<file path="src/rtl/bz_pkg.sv">
// ============================================================================
//  Module      : bz_pkg
//  Description : Shared types and constants for the buzzer melody sequencer.
//  Revision    : 1.0 - initial release
// ============================================================================
`default_nettype none

package bz_pkg;

    typedef enum logic [2:0] {
        S_IDLE   = 3'd0,
        S_LOAD   = 3'd1,
        S_STRIKE = 3'd2,
        S_HOLD   = 3'd3,
        S_GAP    = 3'd4
    } bz_state_t;

    localparam int DUR_MSB = 7;
    localparam int DUR_LSB = 4;
    localparam int PIT_MSB = 3;
    localparam int PIT_LSB = 0;

    localparam logic [7:0] REST = 8'h00;

    localparam int DEF_TICK  = 1000000;
    localparam int DEF_GAP   = 100000;
    localparam int DEF_SETUP = 2;

    // HOLD length of a note; the +2 absorbs the buzzer's edge-detect latency.
    function automatic logic [23:0] note_cycles(input logic [3:0]  dur,
                                                input logic [23:0] tick);
        return (24'(dur) + 24'd1) * tick + 24'd2;
    endfunction

endpackage

`default_nettype wire

</file>
<file path="src/rtl/bz_note_mem.sv">
// ============================================================================
//  Module      : bz_note_mem
//  Description : Note table, 2**ADDR_W x 8, synchronous write and read; the
//                read register doubles as the sequencer's val output.
//  Revision    : 1.0 - initial release
// ============================================================================
`default_nettype none

module bz_note_mem
    import bz_pkg::*;
#(
    parameter int ADDR_W = 4
) (
    input  logic              clk,
    input  logic              rst,
    input  logic              wr_en,
    input  logic [ADDR_W-1:0] wr_addr,
    input  logic [7:0]        wr_data,
    input  logic              rd_en,
    input  logic              rd_clr,
    input  logic [ADDR_W-1:0] rd_addr,
    output logic [7:0]        rd_data
);

    localparam int c_depth = 2 ** ADDR_W;

    logic [7:0] r_mem [c_depth];
    logic [7:0] r_rd_data;

    always_ff @(posedge clk) begin
        if (wr_en) begin
            r_mem[wr_addr] <= wr_data;
        end
    end

    always_ff @(posedge clk) begin
        if (rst) begin
            r_rd_data <= REST;
        end else if (rd_en) begin
            r_rd_data <= r_mem[rd_addr];
        end else if (rd_clr) begin
            r_rd_data <= REST;
        end
    end

    assign rd_data = r_rd_data;

endmodule

`default_nettype wire

</file>
<file path="src/rtl/bz_sequencer.sv">
// ============================================================================
//  Module      : bz_sequencer
//  Description : Melody player driving the buzzer start/val interface from a
//                writable note table. Define BZ_SEQ_LOOP_EN to add the loop
//                input for continuous replay.
//  Revision    : 1.0 - initial release
// ============================================================================
`default_nettype none

module bz_sequencer
    import bz_pkg::*;
#(
    parameter int ADDR_W = 4,
    parameter int TICK   = DEF_TICK,
    parameter int GAP    = DEF_GAP,
    parameter int SETUP  = DEF_SETUP
) (
    input  logic              clk,
    input  logic              rst,
    input  logic              wr_en,
    input  logic [ADDR_W-1:0] wr_addr,
    input  logic [7:0]        wr_data,
    input  logic [ADDR_W:0]   len,
    input  logic              play,
    input  logic              stop,
`ifdef BZ_SEQ_LOOP_EN
    input  logic              loop,
`endif
    output logic              start,
    output logic [7:0]        val,
    output logic              busy,
    output logic [ADDR_W-1:0] idx,
    output logic              done
);

    localparam logic [23:0] c_tick     = 24'(TICK);
    localparam logic [23:0] c_gap_m1   = 24'(GAP - 1);
    localparam logic [23:0] c_setup_m1 = 24'(SETUP - 1);

    bz_state_t         r_state, w_state_nxt;
    logic [23:0]       r_cnt, w_cnt_nxt;
    logic [23:0]       r_dur, w_dur_nxt;
    logic [ADDR_W-1:0] r_idx, w_idx_nxt;
    logic [ADDR_W-1:0] r_last, w_last_nxt;
    logic              r_busy, w_busy_nxt;
    logic              r_done, w_done_nxt;
    logic              r_start, w_start_nxt;
    logic              w_rd_en, w_rd_clr;
    logic [7:0]        w_val;
    logic              w_loop;
    logic [ADDR_W-1:0] w_len_last;

`ifdef BZ_SEQ_LOOP_EN
    assign w_loop = loop;
`else
    assign w_loop = 1'b0;
`endif

    // Any len with the top bit set covers the whole table.
    assign w_len_last = len[ADDR_W] ? '1 : (len[ADDR_W-1:0] - ADDR_W'(1));

    always_ff @(posedge clk) begin
        if (rst) begin
            r_state <= S_IDLE;
            r_cnt   <= '0;
            r_dur   <= '0;
            r_idx   <= '0;
            r_last  <= '0;
            r_busy  <= 1'b0;
            r_done  <= 1'b0;
            r_start <= 1'b0;
        end else begin
            r_state <= w_state_nxt;
            r_cnt   <= w_cnt_nxt;
            r_dur   <= w_dur_nxt;
            r_idx   <= w_idx_nxt;
            r_last  <= w_last_nxt;
            r_busy  <= w_busy_nxt;
            r_done  <= w_done_nxt;
            r_start <= w_start_nxt;
        end
    end

    always_comb begin
        w_state_nxt = r_state;
        w_cnt_nxt   = (r_cnt != '0) ? (r_cnt - 24'd1) : r_cnt;
        w_dur_nxt   = r_dur;
        w_idx_nxt   = r_idx;
        w_last_nxt  = r_last;
        w_busy_nxt  = r_busy;
        w_done_nxt  = 1'b0;

        case (r_state)
            S_IDLE: begin
                if (play && (len == '0)) begin
                    w_done_nxt = 1'b1;
                end else if (play && !stop) begin
                    w_last_nxt  = w_len_last;
                    w_idx_nxt   = '0;
                    w_busy_nxt  = 1'b1;
                    w_cnt_nxt   = c_setup_m1;
                    w_state_nxt = S_LOAD;
                end
            end
            S_LOAD: begin
                w_dur_nxt = note_cycles(w_val[DUR_MSB:DUR_LSB], c_tick);
                if (r_cnt == '0) begin
                    w_state_nxt = S_STRIKE;
                end
            end
            S_STRIKE: begin
                w_cnt_nxt   = r_dur - 24'd1;
                w_state_nxt = S_HOLD;
            end
            S_HOLD: begin
                if (r_cnt == '0) begin
                    w_cnt_nxt   = c_gap_m1;
                    w_state_nxt = S_GAP;
                end
            end
            S_GAP: begin
                if (r_cnt == '0) begin
                    if (r_idx == r_last) begin
                        w_done_nxt = 1'b1;
                        w_idx_nxt  = '0;
                        if (w_loop) begin
                            w_cnt_nxt   = c_setup_m1;
                            w_state_nxt = S_LOAD;
                        end else begin
                            w_busy_nxt  = 1'b0;
                            w_state_nxt = S_IDLE;
                        end
                    end else begin
                        w_idx_nxt   = r_idx + ADDR_W'(1);
                        w_cnt_nxt   = c_setup_m1;
                        w_state_nxt = S_LOAD;
                    end
                end
            end
            default: begin
                w_state_nxt = S_IDLE;
            end
        endcase

        // stop overrides play and end-of-sequence alike, and never pulses done.
        if (stop && (r_state != S_IDLE)) begin
            w_state_nxt = S_IDLE;
            w_idx_nxt   = '0;
            w_busy_nxt  = 1'b0;
            w_done_nxt  = 1'b0;
        end

        w_start_nxt = (w_state_nxt == S_STRIKE);
        w_rd_en     = (w_state_nxt == S_LOAD) && (r_state != S_LOAD);
        w_rd_clr    = (w_state_nxt == S_GAP) || (w_state_nxt == S_IDLE);
    end

    bz_note_mem #(
        .ADDR_W (ADDR_W)
    ) u_note_mem (
        .clk     (clk),
        .rst     (rst),
        .wr_en   (wr_en),
        .wr_addr (wr_addr),
        .wr_data (wr_data),
        .rd_en   (w_rd_en),
        .rd_clr  (w_rd_clr),
        .rd_addr (w_idx_nxt),
        .rd_data (w_val)
    );

    assign start = r_start;
    assign val   = w_val;
    assign busy  = r_busy;
    assign idx   = r_idx;
    assign done  = r_done;

endmodule

`default_nettype wire

</file>
<file path="config.mk">
export PLATFORM = sky130hd
export DESIGN_NAME = bz_sequencer
export DESIGN_NICKNAME = d
export VERILOG_FILES = /design/src/rtl/bz_pkg.sv /design/src/rtl/bz_note_mem.sv /design/src/rtl/bz_sequencer.sv
export SDC_FILE = /design/constraint.sdc
export NUM_CORES = 1
export LEC_CHECK = 0
export ABC_AREA = 1
export BUFFER_PORTS_ARGS = -buffer_cell sky130_fd_sc_hd__buf_2
export CAP_MARGIN = 20
export CORE_MARGIN = 3
export CORE_UTILIZATION = 50
export DETAILED_ROUTE_END_ITERATION = 7
export PLACE_DENSITY = 0.7
export SLEW_MARGIN = 25
export SYNTH_ARGS = -nofsm -noshare
export SYNTH_HDL_FRONTEND = slang
export SYNTH_HIERARCHICAL = 1
export SYNTH_SLANG_ARGS = --single-unit
export TNS_END_PERCENT = 5
</file>
<file path="constraint.sdc">
create_clock -name clk -period 9.3 [get_ports clk]
set_clock_uncertainty 0.15 [all_clocks]
set_input_delay 1.86 -clock clk [delete_from_list [all_inputs] [get_ports clk]]
set_output_delay 1.86 -clock clk [all_outputs]
set_load 0.01 [all_outputs]
</file>
* Word-level counts from Yosys, hierarchy flattened
Memory sizes are Yosys's and may differ from the RTL's.
Index checks and enable logic that the tools add are counted.
Widths: inputs -> output; s select.
** Word-level totals
- Register bits :: 70
- Memory bits (writable) :: 128
- Output and inout bits :: 15
- Logic and storage cells :: 83
- Memories :: 1
** Memories
- u_note_mem.r_mem :: depth 16, bits a word 8, rd ports 1, clocked after memory_dff 0, write ports 1, line bz_note_mem.sv:27 : logic [7:0] r_mem [c_depth];
** Cells by class
- $add $sub $neg :: 6
- Multiply operators :: 1
- Eq/ne operators :: 13
- Multiplexer cells :: 35
- Bitwise logic cells :: 1
- Reductions and logical operators :: 17
** Operators with widths (number)
- $mux 24 :: 6
- $pmux 24 s4 :: 1
- $sub 24x1->24 const B :: 2
- $add 24x2->24 const B :: 1
- $logic_not 24->1 :: 1
- $mux 4 :: 6
- $reduce_bool 24->1 :: 1
- $mul 5x14->18 const B :: 1
- $mux 3 :: 6
- $mux 8 :: 2
- $pmux 3 s5 :: 1
- $mux 1 :: 10
- $eq 3x2->1 const B :: 3
- $ne 2x2->1 const B :: 4
- $pmux 4 s2 :: 1
- $eq 3x1->1 const B :: 2
- $eq 3x3->1 const B :: 2
- $logic_not 3->1 :: 2
- $add 4x1->5 const B :: 1
- $logic_not 5->1 :: 1
- $reduce_and 5->1 :: 1
- $add 4x1->4 const B :: 1
- $eq 4x4->1 :: 1
- $logic_and 1x1->1 :: 4
- 10 further kinds :: 12

* Longest topological paths before layout
- Word-level depth :: 10
- Gate-level depth with buffers :: 21
- Gate-level depth less buffers :: 21

* By module
The synthesis kept the hierarchy.
** Modules (own cells, without submodules)
- bz_note_mem :: instances 1, cells each 578, area each 5972.0 µm², seq. area each 4003.8 µm²
- bz_sequencer :: instances 1, cells each 808, area each 4911.0 µm², seq. area each 1141.1 µm²

* Worst setup path before layout
No wires, ideal clock.
- Path type :: input -> register
- From :: input port len[0]
- To :: register u_note_mem.r_rd_data[2] (netlist: u_note_mem/rd_data[2])
- Data arrival time :: 3.828 ns
- Data required time :: 9.013 ns
- Slack :: 5.185 ns
- Cell stages on the path :: 19
- Path buffers :: 2
- Cells stage by stage :: inv_1 -> ha_1 -> nand4_1 -> a21oi_4 -> inv_2 -> nand2_1 -> inv_1 -> o21ai_0 -> inv_1 -> nor2_1 -> clkbuf_8 -> clkbuf_8 -> nand2_1 -> nand3_1 -> nand3_1 -> nand3_1 -> nand2_1 -> nand2_1 -> a21oi_2
** Between the ends
- Elaborated cells between the ends (all ways) :: 16
- Classes of those cells :: 2 x eq/ne; 7 x mux; 6 x reduce/logical; 1 x memory
** RTL lines
- start: declaration :: line bz_sequencer.sv:23 : input logic [ADDR_W:0] len,
- $logic_not 5->1 :: line bz_sequencer.sv:95 : if (play && (len == '0)) begin
- $logic_and 1x1->1 :: line bz_sequencer.sv:95
- $mux 4 :: line bz_sequencer.sv:95
- $pmux 4 s2 :: line bz_sequencer.sv:93 : case (r_state)
- $mux 4 :: line bz_sequencer.sv:146 : if (stop && (r_state != S_IDLE)) begin
- named net w_idx_nxt[0] :: line bz_sequencer.sv:43 : logic [ADDR_W-1:0] r_idx, w_idx_nxt;
- $mem_v2 16x8
- $mux 8 :: line bz_note_mem.sv:39 : end else if (rd_en) begin
- end signal: assignment :: line bz_note_mem.sv:40 : r_rd_data <= r_mem[rd_addr];
- end: declaration :: line bz_note_mem.sv:28 : logic [7:0] r_rd_data;
The timed path passes the listed nets, and every way through them passes these cells.
A chain may end at the register's enable or synchronous reset.

* Worst setup path in the final report
- From :: input port len[0]
- To :: register u_note_mem.r_rd_data[3] (netlist: u_note_mem/rd_data[3])
The elaborated chain is that of the path after synthesis.

==> results.md <==
- Post-Place Worst Slack: 3.680 ns
- Worst Setup Start Kind: primary input
- Max-cap viol count: 0
- Wire per inst: 15.46 µm
- First-pass GRT wire length: 42.35 mm
- Final Hold Violating Endpoints: 0
- FF-to-FF setup slack: around 4.7 ns
- Placement row count: 53
- CTS Sinks: 193
- Nets: 1462
- GRT Util Overall: 0.2216
- Placed Cells: 1661
- Setup_tns: 0 ns
- Crit Path Class: primary input to flip-flop
- Synth top area cells: edfxtp_1, nand2_1, dfxtp_1, nand3_1, inv_1
- Final min period: about 5.6 ns
- Peak supply drop: about 130 µV
- DRT Wirelength: 26.18 mm
- Yosys cell types: 44
- Post-CTS sizing: 0
- Unrepaired setup endpoints after global routing: false
- Worst slew pin tran: slightly above 1 ns
- Starting density of the core: 0.5129
- Util after Layout: 0.5568
- Vias after detailed routing: ~9000
- Non-filler cells, final: 1693
- DIE AREA: 23570 µm²
- CP endpoint kind: flip-flop
- Yosys top cell by area: edfxtp_1
- HP Start: r_last[3]
- Antenna Violating Nets Remaining: 0
- Warnings, synthesis: 6
- Clock Tree Buf Depth: 2
- Design area: 11820 µm²
- Rel. slew slack: 0.3045
- Post-synth EDFFs: 128
- Gr ovfl total: 0
- Drt via density: 5.283
- Final Max Slew Viols: 0
- Top_reg_cell synth: edfxtp_1
- Pin count of the biggest net entering global routing: 66
- Max H-tree Level: 4
- Die height: around 150 µm
- Synth Register Bits: 193
- Setup Viol. Count Final: 0
- Vias in the first global route: 8347
- Lkg Pwr: 0.005522 µW
- PortBufs: 36
- Post-synthesis cell count: 1386
- Worst path required time: approximately 9.5 ns
- CTS clk-pin slew, worst paths: 0.08 ns
- Syn Area/Cell: 7.852 µm²
- Final WS setup: 3.721 ns
- Status: completed
- Core area: 21220 µm²
- Initial antenna violation count: 0
- R2R Path End: u_note_mem/rd_data[3]
- GPL Wtd Cong: 0.9152
- Layout area overhead: 8.576%
- CP Data Arrival Time: 5.81 ns
- Top cell type's share of synthesized area: 0.3532
- R2R Path Start: r_cnt[0]
- # IOs: 37
- Cell Area, Placed: ~11000 µm²
- Post-CTS Setup Repair Bufs: 0
- Reg2reg path depth: 20
- Hold Path Depth: 2
- Clock root cell: clkbuf_16
- Horiz. Die Dim: 153.5 µm
- Pre-antenna DRT Iters: 6
- Pwr Density: between 200 and 300 nW/µm²
- Net count after synthesis: ~1400
- CTS tree: yes
- Worst-Skew Late Latency: ~0.45 ns
- Post-DP HPWL: 17.84 mm
- Hold Crit Class: flip-flop to flip-flop
- CTS Buf Count: 17
- Mapped cell area: between 10000 and 15000 µm²
- Antenna cells: 0
- Fmax: 179.2 MHz
- Seq/Total Area, Yosys: 0.4728
- Layout cell share with drive strength beyond 1: 0.08181
- Initial DRC Count: 752
- Fin crit share: 0.5999
- Hold path endpoint: r_last[3]
- Ys async rst share: 0
- Hold Buf Count CTS: 0
- Crit-path max FO: 65
- DRC: 0
[worst max-delay path: stages]
cell and delay, ns:
buf_2 0.09, inv_1 0.10, ha_1 0.15, nand4_1 0.20
a21oi_4 0.38, inv_2 0.09, nand2_1 0.09, inv_1 0.06
o21ai_0 0.14, inv_1 0.10, nor2_4 0.08, buf_4 0.52
clkinv_2 0.88, nand2_1 0.24, nand3_1 0.10, nand3_1 0.14
nand3_1 0.18, nand2_1 0.12, nand2_1 0.07, a21oi_2 0.14
[sequential cells by signal, indices dropped and copies added, names as in the netlist]
register	cells
u_note_mem/r_mem	128
r_cnt	24
r_dur	19
u_note_mem/rd_data	8
idx	4
r_last	4
r_state	3
busy	1
done	1
start	1
[routing by layer]
metal / GRT usage / part of all wire / up-vias
li1: - / - / 4496
met1: 0.3080 / 0.45 / 4101
met2: 0.3606 / 0.46 / 299
met3: 0.03377 / 0.061 / 48
met4: 0.06897 / 0.022 / 0
met5: 0 / 0 / -
[cells in the mapped netlist (15+ instances only)]
| cell type | count |
|---|---|
| nand2_1 | 362 |
| inv_1 | 217 |
| nand3_1 | 163 |
| nor2_1 | 158 |
| edfxtp_1 | 128 |
| dfxtp_1 | 65 |
| a21oi_1 | 52 |
| o21ai_0 | 35 |
| ha_1 | 29 |
| nand4_1 | 25 |
| xor2_1 | 17 |
| buf_2 | 15 |
[cell usage in the layout, fill, tap and decap left out, drive strengths merged]
cell type | Yosys | routed
fa | 6 | 6
a221oi | 1 | 1
edfxtp | 128 | 128
a31oi | 4 | 4
a21oi | 61 | 61
xor2 | 17 | 17
nand3 | 167 | 167
a21o | 1 | 1
clkbuf | 15 | 17
buf | 25 | 40
nand2 | 370 | 370
o21a | 2 | 2
nand4 | 26 | 26
xnor2 | 4 | 4
or2 | 1 | 1
o22ai | 2 | 2
nand3b | 7 | 7
inv | 227 | 237
a211oi | 4 | 4
ha | 29 | 29
and2 | 4 | 4
nor2 | 168 | 168
o211ai | 1 | 1
o21bai | 3 | 3
dfxtp | 65 | 65
clkinv | 1 | 6
nor3 | 9 | 9
o21ai | 38 | 38
[kinds of logic after synthesis]
| family | Yosys count | share of synthesized area |
|---|---|---|
| compound gates | 117 | 0.06116 |
| xor+xnor | 21 | 0.01690 |
| simple gates | 752 | 0.2986 |
| fa+ha+maj | 35 | 0.04438 |
| flops | 193 | 0.4728 |
| buf+inv | 268 | 0.1062 |
[per-stage QoR]
stage          hold slack [ns]  total power [µW]
2_1_floorplan           0.2855              1990
3_3_place_gp            0.2975              2239
3_5_place_dp            0.2989              2253
4_1_cts                 0.3114              3064
5_1_grt                 0.3457              3294
6_report                0.3106              3065
[cell type report]
class / count / area (µm²)
fillers: 1988 / 9404
flip-flops and latches: 193 / 5145
multi-input cells: 925 / 4589
inverters: 228 / 857.1
clock buffers: 17 / 425.4
well taps: 275 / 344.1
clock inverters: 15 / 245.2
repair buffers: 40 / 210.2
[worst max path at each step]
stage / cells after the start / start / endpoint / slack (ns)
CTS: 20 / len[0] / u_note_mem/rd_data[3] / 4.13
detailed placement: 20 / len[0] / u_note_mem/rd_data[3] / 3.68
finish: 20 / len[0] / u_note_mem/rd_data[3] / 3.72
global route: 20 / len[0] / u_note_mem/rd_data[3] / 3.34
global placement: 20 / len[0] / u_note_mem/rd_data[3] / 3.76
floorplan: 19 / len[0] / u_note_mem/rd_data[2] / 5.18
[power breakdown]
group / internal [µW] / switching, µW / total [µW]
clock: 391 / 416 / 807
sequential: 988 / 74.6 / 1060
combinational: 393 / 802 / 1190
total: 1770 / 1290 / 3060
Note: power is estimated with default switching activity, not from simulation.
